`src/rtl/uart_pkg.sv`:
```
`default_nettype none
// ============================================================================
//  Module      : uart_pkg
//  Description : Shared UART types and constants for the transmit and
//                receive paths.
//  Revision    : 1.0
// ============================================================================
package uart_pkg;

    localparam int UART_DATA_BITS = 8;

    typedef enum logic [1:0] {
        IDLE  = 2'd0,
        START = 2'd1,
        DATA  = 2'd2,
        STOP  = 2'd3
    } tx_state_t;

endpackage : uart_pkg
`default_nettype wire

```
`src/rtl/uart_bit_timer.sv`:
```
`default_nettype none
// ============================================================================
//  Module      : uart_bit_timer
//  Description : Baud counter; pulses bit_tick on the last clock of each bit.
//  Revision    : 1.0
// ============================================================================
module uart_bit_timer #(
    parameter int CLKS_PER_BIT = 16
) (
    input  logic clk,
    input  logic reset,
    input  logic clear,
    output logic bit_tick
);

    localparam int                 c_cnt_w = (CLKS_PER_BIT > 1) ? $clog2(CLKS_PER_BIT) : 1;
    localparam logic [c_cnt_w-1:0] c_last  = c_cnt_w'(CLKS_PER_BIT - 1);

    logic [c_cnt_w-1:0] r_cnt;
    logic               w_wrap;

    assign w_wrap = (r_cnt == c_last);

    always_ff @(posedge clk or posedge reset) begin
        if (reset) begin
            r_cnt <= '0;
        end else if (clear || w_wrap) begin
            r_cnt <= '0;
        end else begin
            r_cnt <= r_cnt + 1'b1;
        end
    end

    // Held in clear, the counter sits at zero and must not report a boundary.
    assign bit_tick = w_wrap && !clear;

endmodule : uart_bit_timer
`default_nettype wire

```
`src/rtl/uart_tx_ctrl.sv`:
```
`default_nettype none
// ============================================================================
//  Module      : uart_tx_ctrl
//  Description : UART transmit frame sequencer (start, 8 data LSB first,
//                1 or 2 stop bits) with a valid/ready byte interface.
//  Revision    : 1.0
// ============================================================================
module uart_tx_ctrl
    import uart_pkg::*;
#(
    parameter int CLKS_PER_BIT = 16,
    parameter int STOP_BITS    = 1
) (
    input  logic                      clk,
    input  logic                      reset,
    input  logic [UART_DATA_BITS-1:0] tx_data,
    input  logic                      tx_valid,
    output logic                      tx_ready,
    output logic                      tx,
    output logic                      busy,
    output logic                      done
);

    localparam int               c_idx_w    = $clog2(UART_DATA_BITS);
    localparam logic [c_idx_w-1:0] c_last_idx = c_idx_w'(UART_DATA_BITS - 1);
    localparam logic             c_stop_last = 1'(STOP_BITS - 1);

    tx_state_t                 r_state, w_state_next;
    logic [UART_DATA_BITS-1:0] r_shift, w_shift_next;
    logic [c_idx_w-1:0]        r_bit_idx, w_bit_idx_next;
    logic                      r_stop_cnt, w_stop_cnt_next;
    logic                      r_tx, w_tx_next;
    logic                      r_done, w_done_next;
    logic                      w_tick;
    logic                      w_xfer;
    logic                      w_idle;

    assign w_idle = (r_state == IDLE);
    assign w_xfer = tx_valid && w_idle;

    // The timer is held at zero throughout IDLE so the start bit gets a full period.
    uart_bit_timer #(
        .CLKS_PER_BIT (CLKS_PER_BIT)
    ) u_bit_timer (
        .clk      (clk),
        .reset    (reset),
        .clear    (w_idle),
        .bit_tick (w_tick)
    );

    always_ff @(posedge clk or posedge reset) begin
        if (reset) begin
            r_state    <= IDLE;
            r_shift    <= '0;
            r_bit_idx  <= '0;
            r_stop_cnt <= 1'b0;
            r_tx       <= 1'b1;
            r_done     <= 1'b0;
        end else begin
            r_state    <= w_state_next;
            r_shift    <= w_shift_next;
            r_bit_idx  <= w_bit_idx_next;
            r_stop_cnt <= w_stop_cnt_next;
            r_tx       <= w_tx_next;
            r_done     <= w_done_next;
        end
    end

    // tx is computed for the next state so the line changes on the same edge as the FSM.
    always_comb begin
        w_state_next    = r_state;
        w_shift_next    = r_shift;
        w_bit_idx_next  = r_bit_idx;
        w_stop_cnt_next = r_stop_cnt;
        w_tx_next       = r_tx;
        w_done_next     = 1'b0;

        unique case (r_state)
            IDLE: begin
                w_tx_next = 1'b1;
                if (w_xfer) begin
                    w_state_next    = START;
                    w_shift_next    = tx_data;
                    w_bit_idx_next  = '0;
                    w_stop_cnt_next = 1'b0;
                    w_tx_next       = 1'b0;
                end
            end
            START: begin
                if (w_tick) begin
                    w_state_next   = DATA;
                    w_bit_idx_next = '0;
                    w_tx_next      = r_shift[0];
                end
            end
            DATA: begin
                if (w_tick) begin
                    w_shift_next   = {1'b0, r_shift[UART_DATA_BITS-1:1]};
                    w_bit_idx_next = r_bit_idx + 1'b1;
                    if (r_bit_idx == c_last_idx) begin
                        w_state_next    = STOP;
                        w_stop_cnt_next = 1'b0;
                        w_tx_next       = 1'b1;
                    end else begin
                        w_tx_next = r_shift[1];
                    end
                end
            end
            STOP: begin
                w_tx_next = 1'b1;
                if (w_tick) begin
                    if (r_stop_cnt == c_stop_last) begin
                        w_state_next = IDLE;
                        w_done_next  = 1'b1;
                    end else begin
                        w_stop_cnt_next = r_stop_cnt + 1'b1;
                    end
                end
            end
            default: begin
                w_state_next = IDLE;
                w_tx_next    = 1'b1;
            end
        endcase
    end

    assign tx_ready = w_idle;
    assign busy     = !w_idle;
    assign tx       = r_tx;
    assign done     = r_done;

endmodule : uart_tx_ctrl
`default_nettype wire

```
`config.mk`:
```
export PLATFORM = sky130hd
export DESIGN_NAME = uart_tx_ctrl
export DESIGN_NICKNAME = d
export VERILOG_FILES = /design/src/rtl/uart_pkg.sv /design/src/rtl/uart_bit_timer.sv /design/src/rtl/uart_tx_ctrl.sv
export SDC_FILE = /design/constraint.sdc
export NUM_CORES = 1
export LEC_CHECK = 0
export BUFFER_PORTS_ARGS = -buffer_cell sky130_fd_sc_hd__buf_2
export CAP_MARGIN = 20
export CORE_MARGIN = 2
export CORE_UTILIZATION = 59
export DETAILED_ROUTE_END_ITERATION = 8
export PLACE_DENSITY = 0.91
export RECOVER_POWER = 50
export SETUP_SLACK_MARGIN = 0.1
export SLEW_MARGIN = 10
export SYNTH_ARGS = -nofsm -noshare
export SYNTH_HDL_FRONTEND = slang
export SYNTH_SLANG_ARGS = --single-unit
```
`constraint.sdc`:
```
create_clock -name clk -period 2.93 [get_ports clk]
set_input_delay 0 -clock clk [delete_from_list [all_inputs] [get_ports clk]]
set_output_delay 0 -clock clk [all_outputs]
set_load 0.01 [all_outputs]
```
==> impl_summary.md <==
Logic synthesis
The post-synthesis cell type with the largest combined area is dfrtp_1. In the post-synthesis netlist, the biggest area contributors are dfrtp_1 43%, mux2_2 8.7%, ha_1 8.4%. For this run, the register share of the synthesized area comes to 0.4579. The share of flip-flops with an asynchronous set or reset after synthesis is 1.000. In this run, synthesis inferred 0 flip-flops with an integrated enable. Among all flip-flop cells after synthesis, the most frequent one is dfrtp_1. Counting every net in the synthesized netlist gives 103. The Yosys step of the flow raised 0 warnings. The number of distinct library cells after synthesis is 33. The post-synth design cell area is about 1000 um2. The post-synthesis register bit count is 19. Of the post-synthesis cell area, the dominant cell type holds 0.4327. The mean area per synthesized cell is between 10 and 15 um2. The count of mapped cells out of synthesis is 85. In the post-synthesis netlist, the cell with the most instances is dfrtp_1. After synthesis, the most frequently instantiated cells are 18 x dfrtp_1, 8 x inv_1, 8 x mux2_2.

STA
The post-route clock period utilization is 0.7459. Setup violations remaining at the end of the flow were counted as 0. For the pin with the worst max-slew slack, the measured transition is around 750 ps. For the finished layout, the period the worst path requires is 2185 ps. The number of max-slew violations in the final report is 0. The clock arrives with 6.520 ps of skew. Headroom to the max-slew limit came out at 0.5010. Timing would allow up to 457.6 MHz. On the final layout, the worst hold slack is ~37 ps. Setup repair after global routing left no endpoint under its margin.

The final total negative setup slack is 0 ps. The number of hold violations in the final report is 0.

CTS
The clock sink total is 19. The post-CTS clock slew at the launch and capture registers of the worst setup and hold paths is 100 ps. The deepest clock path buffer count is 2. In this run the number of H-tree levels came out at 1. The count of cells resized by post-cts repair is 0. TritonCTS built the clock tree. The clock latency on the worst-skew pair is roughly 300 ps. The buffers inserted during post-CTS setup optimization is 0. The total clock buffers created by CTS is 3. The library cell used as clock root buffer is clkbuf_4.

Setup path
The largest stage delay on the critical path is 490 ps. Walking the worst path, the cells encountered are inv_1 -> ha_1 -> or3_4 -> a221oi_2 -> mux2_1. STA puts the critical path data required time at 3110 ps. STA classifies the critical path endpoint as a flop. The class of the most critical setup path is flop to flop.

At the worst endpoint, the arrival time is 2370 ps. The startpoint kind of the worst setup timing path is a flop. The maximum fanout encountered on the critical timing path is 18.

The standard cell with the maximum stage delay on the critical path is or3_4.

Run
Max-cap violations in this run came to 0.

GRT
The total routing usage reported by global routing is 0.1859. The largest net degree at the start of global routing is 20. The initial antenna violation count came to 0.

The first global-routing pass estimated 2.773 mm of wire. The via count of the first global-routing pass is 642. The total congestion overflow after global routing is 0.

Detailed routing
Detailed routing inserted a total of 692 vias. The final layout contains routed wiring with a total length of 1.656 mm. In the routed design, unresolved DRC markers number 0. The average routed wire per standard cell is around 14 um.

Dividing the detail-routed via count by the number of cells gives 5.864. Before antenna repair, the detailed router went through 4 iterations. In this run the remaining antenna-violating nets after routing total 0.

The detailed router finished its first iteration with 16 violations.

Placement
Detailed placement finished with a half-perimeter wire length of between 1 and 1.5 mm. Routability-driven placement finished with a final weighted congestion of 0.7620. Buffers placed on the I/O ports in this run total 14. The placed instances occupy a cell area of 1114 um2.

Power
The cell leakage power is 0.5458 nW. The power density relative to cell area is ~1000 nW/um2. The worst-case IR drop observed on VDD is 570.1 uV.

Die
The die extent in x is between 40 and 50 um. The floorplan has 15 rows. The chip height is 46.01 um. The core region is between 1500 and 2000 um2. The initial utilization of the core area, before any placement, comes to 0.6163. The die covers about 2100 um2. 15 I/O pins were placed.

Layout
Of the cells placed in the final design, the portion with a size suffix greater than 1 is 0.2772. The final standard cell utilization of the core is 0.6793. The area growth from synthesis to layout is 10.22%.

After routing the design area is 1147 um2. After the last flow step, the layout net total stands at between 100 and 150. The number of antenna cells inserted is 0.

Run status
The run finished with clean final reports.

Worst hold path
In this run the worst hold path is classified as primary input to flop.
-- registers in the layout (all words and copies together) (netlist names) --
register / flops
u_bit_timer.r_cnt: 4
r_shift: 8
tx: 1
r_state: 2
done: 1
r_bit_idx: 3
-- layout make-up --
type | instances | area, um2
fillers | 122 | 541.8
multi-input cells | 55 | 515.5
flip-flops and latches | 19 | 476.7
repair buffers | 15 | 77.57
inverters | 8 | 30.03
clock buffers | 4 | 26.28
well taps | 17 | 21.27
-- critical path: cells and delay by family, from the launching register on --
family | cells | cell delay, ps
flops | 1 | 410
fa+ha+maj | 1 | 460
buf+inv | 1 | 80
mux | 1 | 350
simple gates | 1 | 490
compound gates | 1 | 280
-- per-layer routing --
| metal | part of all wire | up-vias | GRT usage |
|---|---|---|---|
| li1 | - | 341 | - |
| met1 | 0.50 | 340 | 0.2581 |
| met2 | 0.47 | 9 | 0.2861 |
| met3 | 0.018 | 2 | 0.03571 |
| met4 | 0.014 | 0 | 0.06857 |
| met5 | 0 | - | 0 |
-- path summary, 6_finish.rpt --
path                                           from                             end  slack, ps  cells past startpoint
max                          r_state[0]$_DFFE_PP0P_          r_state[1]$_DFFE_PP0P_        740                      5
min in group asynchronous                     reset        r_bit_idx[1]$_DFFE_PP0P_        340                      3
max in group asynchronous                     reset  u_bit_timer.r_cnt[2]$_DFF_PP0_       2150                      3
min reg2reg                r_bit_idx[0]$_DFFE_PP0P_        r_bit_idx[0]$_DFFE_PP0P_        490                      1
min                                      tx_data[1]          r_shift[1]$_DFFE_PP0P_         40                      3
max reg2reg                  r_state[0]$_DFFE_PP0P_          r_state[1]$_DFFE_PP0P_        740                      5
-- power breakdown --
group / total [mW] / switching (mW) / internal (mW)
Combinational: 0.535 / 0.254 / 0.281
Clock: 0.131 / 0.0776 / 0.0530
Sequential: 0.451 / 0.0771 / 0.374
-- metrics by stage --
stage | cells | total power [mW] | setup slack [ps]
2_1_floorplan | 85 | 0.8931 | 1064
3_3_place_gp | 113 | 0.9592 | 832.5
3_5_place_dp | 113 | 0.9951 | 740.1
4_1_cts | 118 | 1.128 | 726.5
5_1_grt | 118 | 1.219 | 618.5
6_report | 118 | 1.117 | 744.6
-- cell families after synthesis --
logic type	count (synthesis)	share of synthesized area
flops	19	0.4579
xor+xnor	1	0.008415
mux	17	0.1935
fa+ha+maj	7	0.08413
buf+inv	11	0.04688
simple gates	17	0.1130
compound gates	13	0.09616
-- placed cells by master, fill, tap and decap left out, types with 2 or more instances in the layout --
cell,n
clkbuf_1,3
mux2_2,8
ha_1,7
nand4_1,2
dfrtp_1,18
a211oi_1,2
nor2b_1,2
mux2_1,7
o21ai_0,4
nand2_1,2
inv_1,8
clkbuf_4,3
nor3_1,2
buf_2,12
-- what timing repair did --
| item | in CTS | in global routing |
|---|---|---|
| endpoints found under the setup margin | 0 | 0 |
| hold buffers | 1 | 0 |
| endpoints found under the hold margin | 18 | 0 |
(Power assumes the default switching activity.)
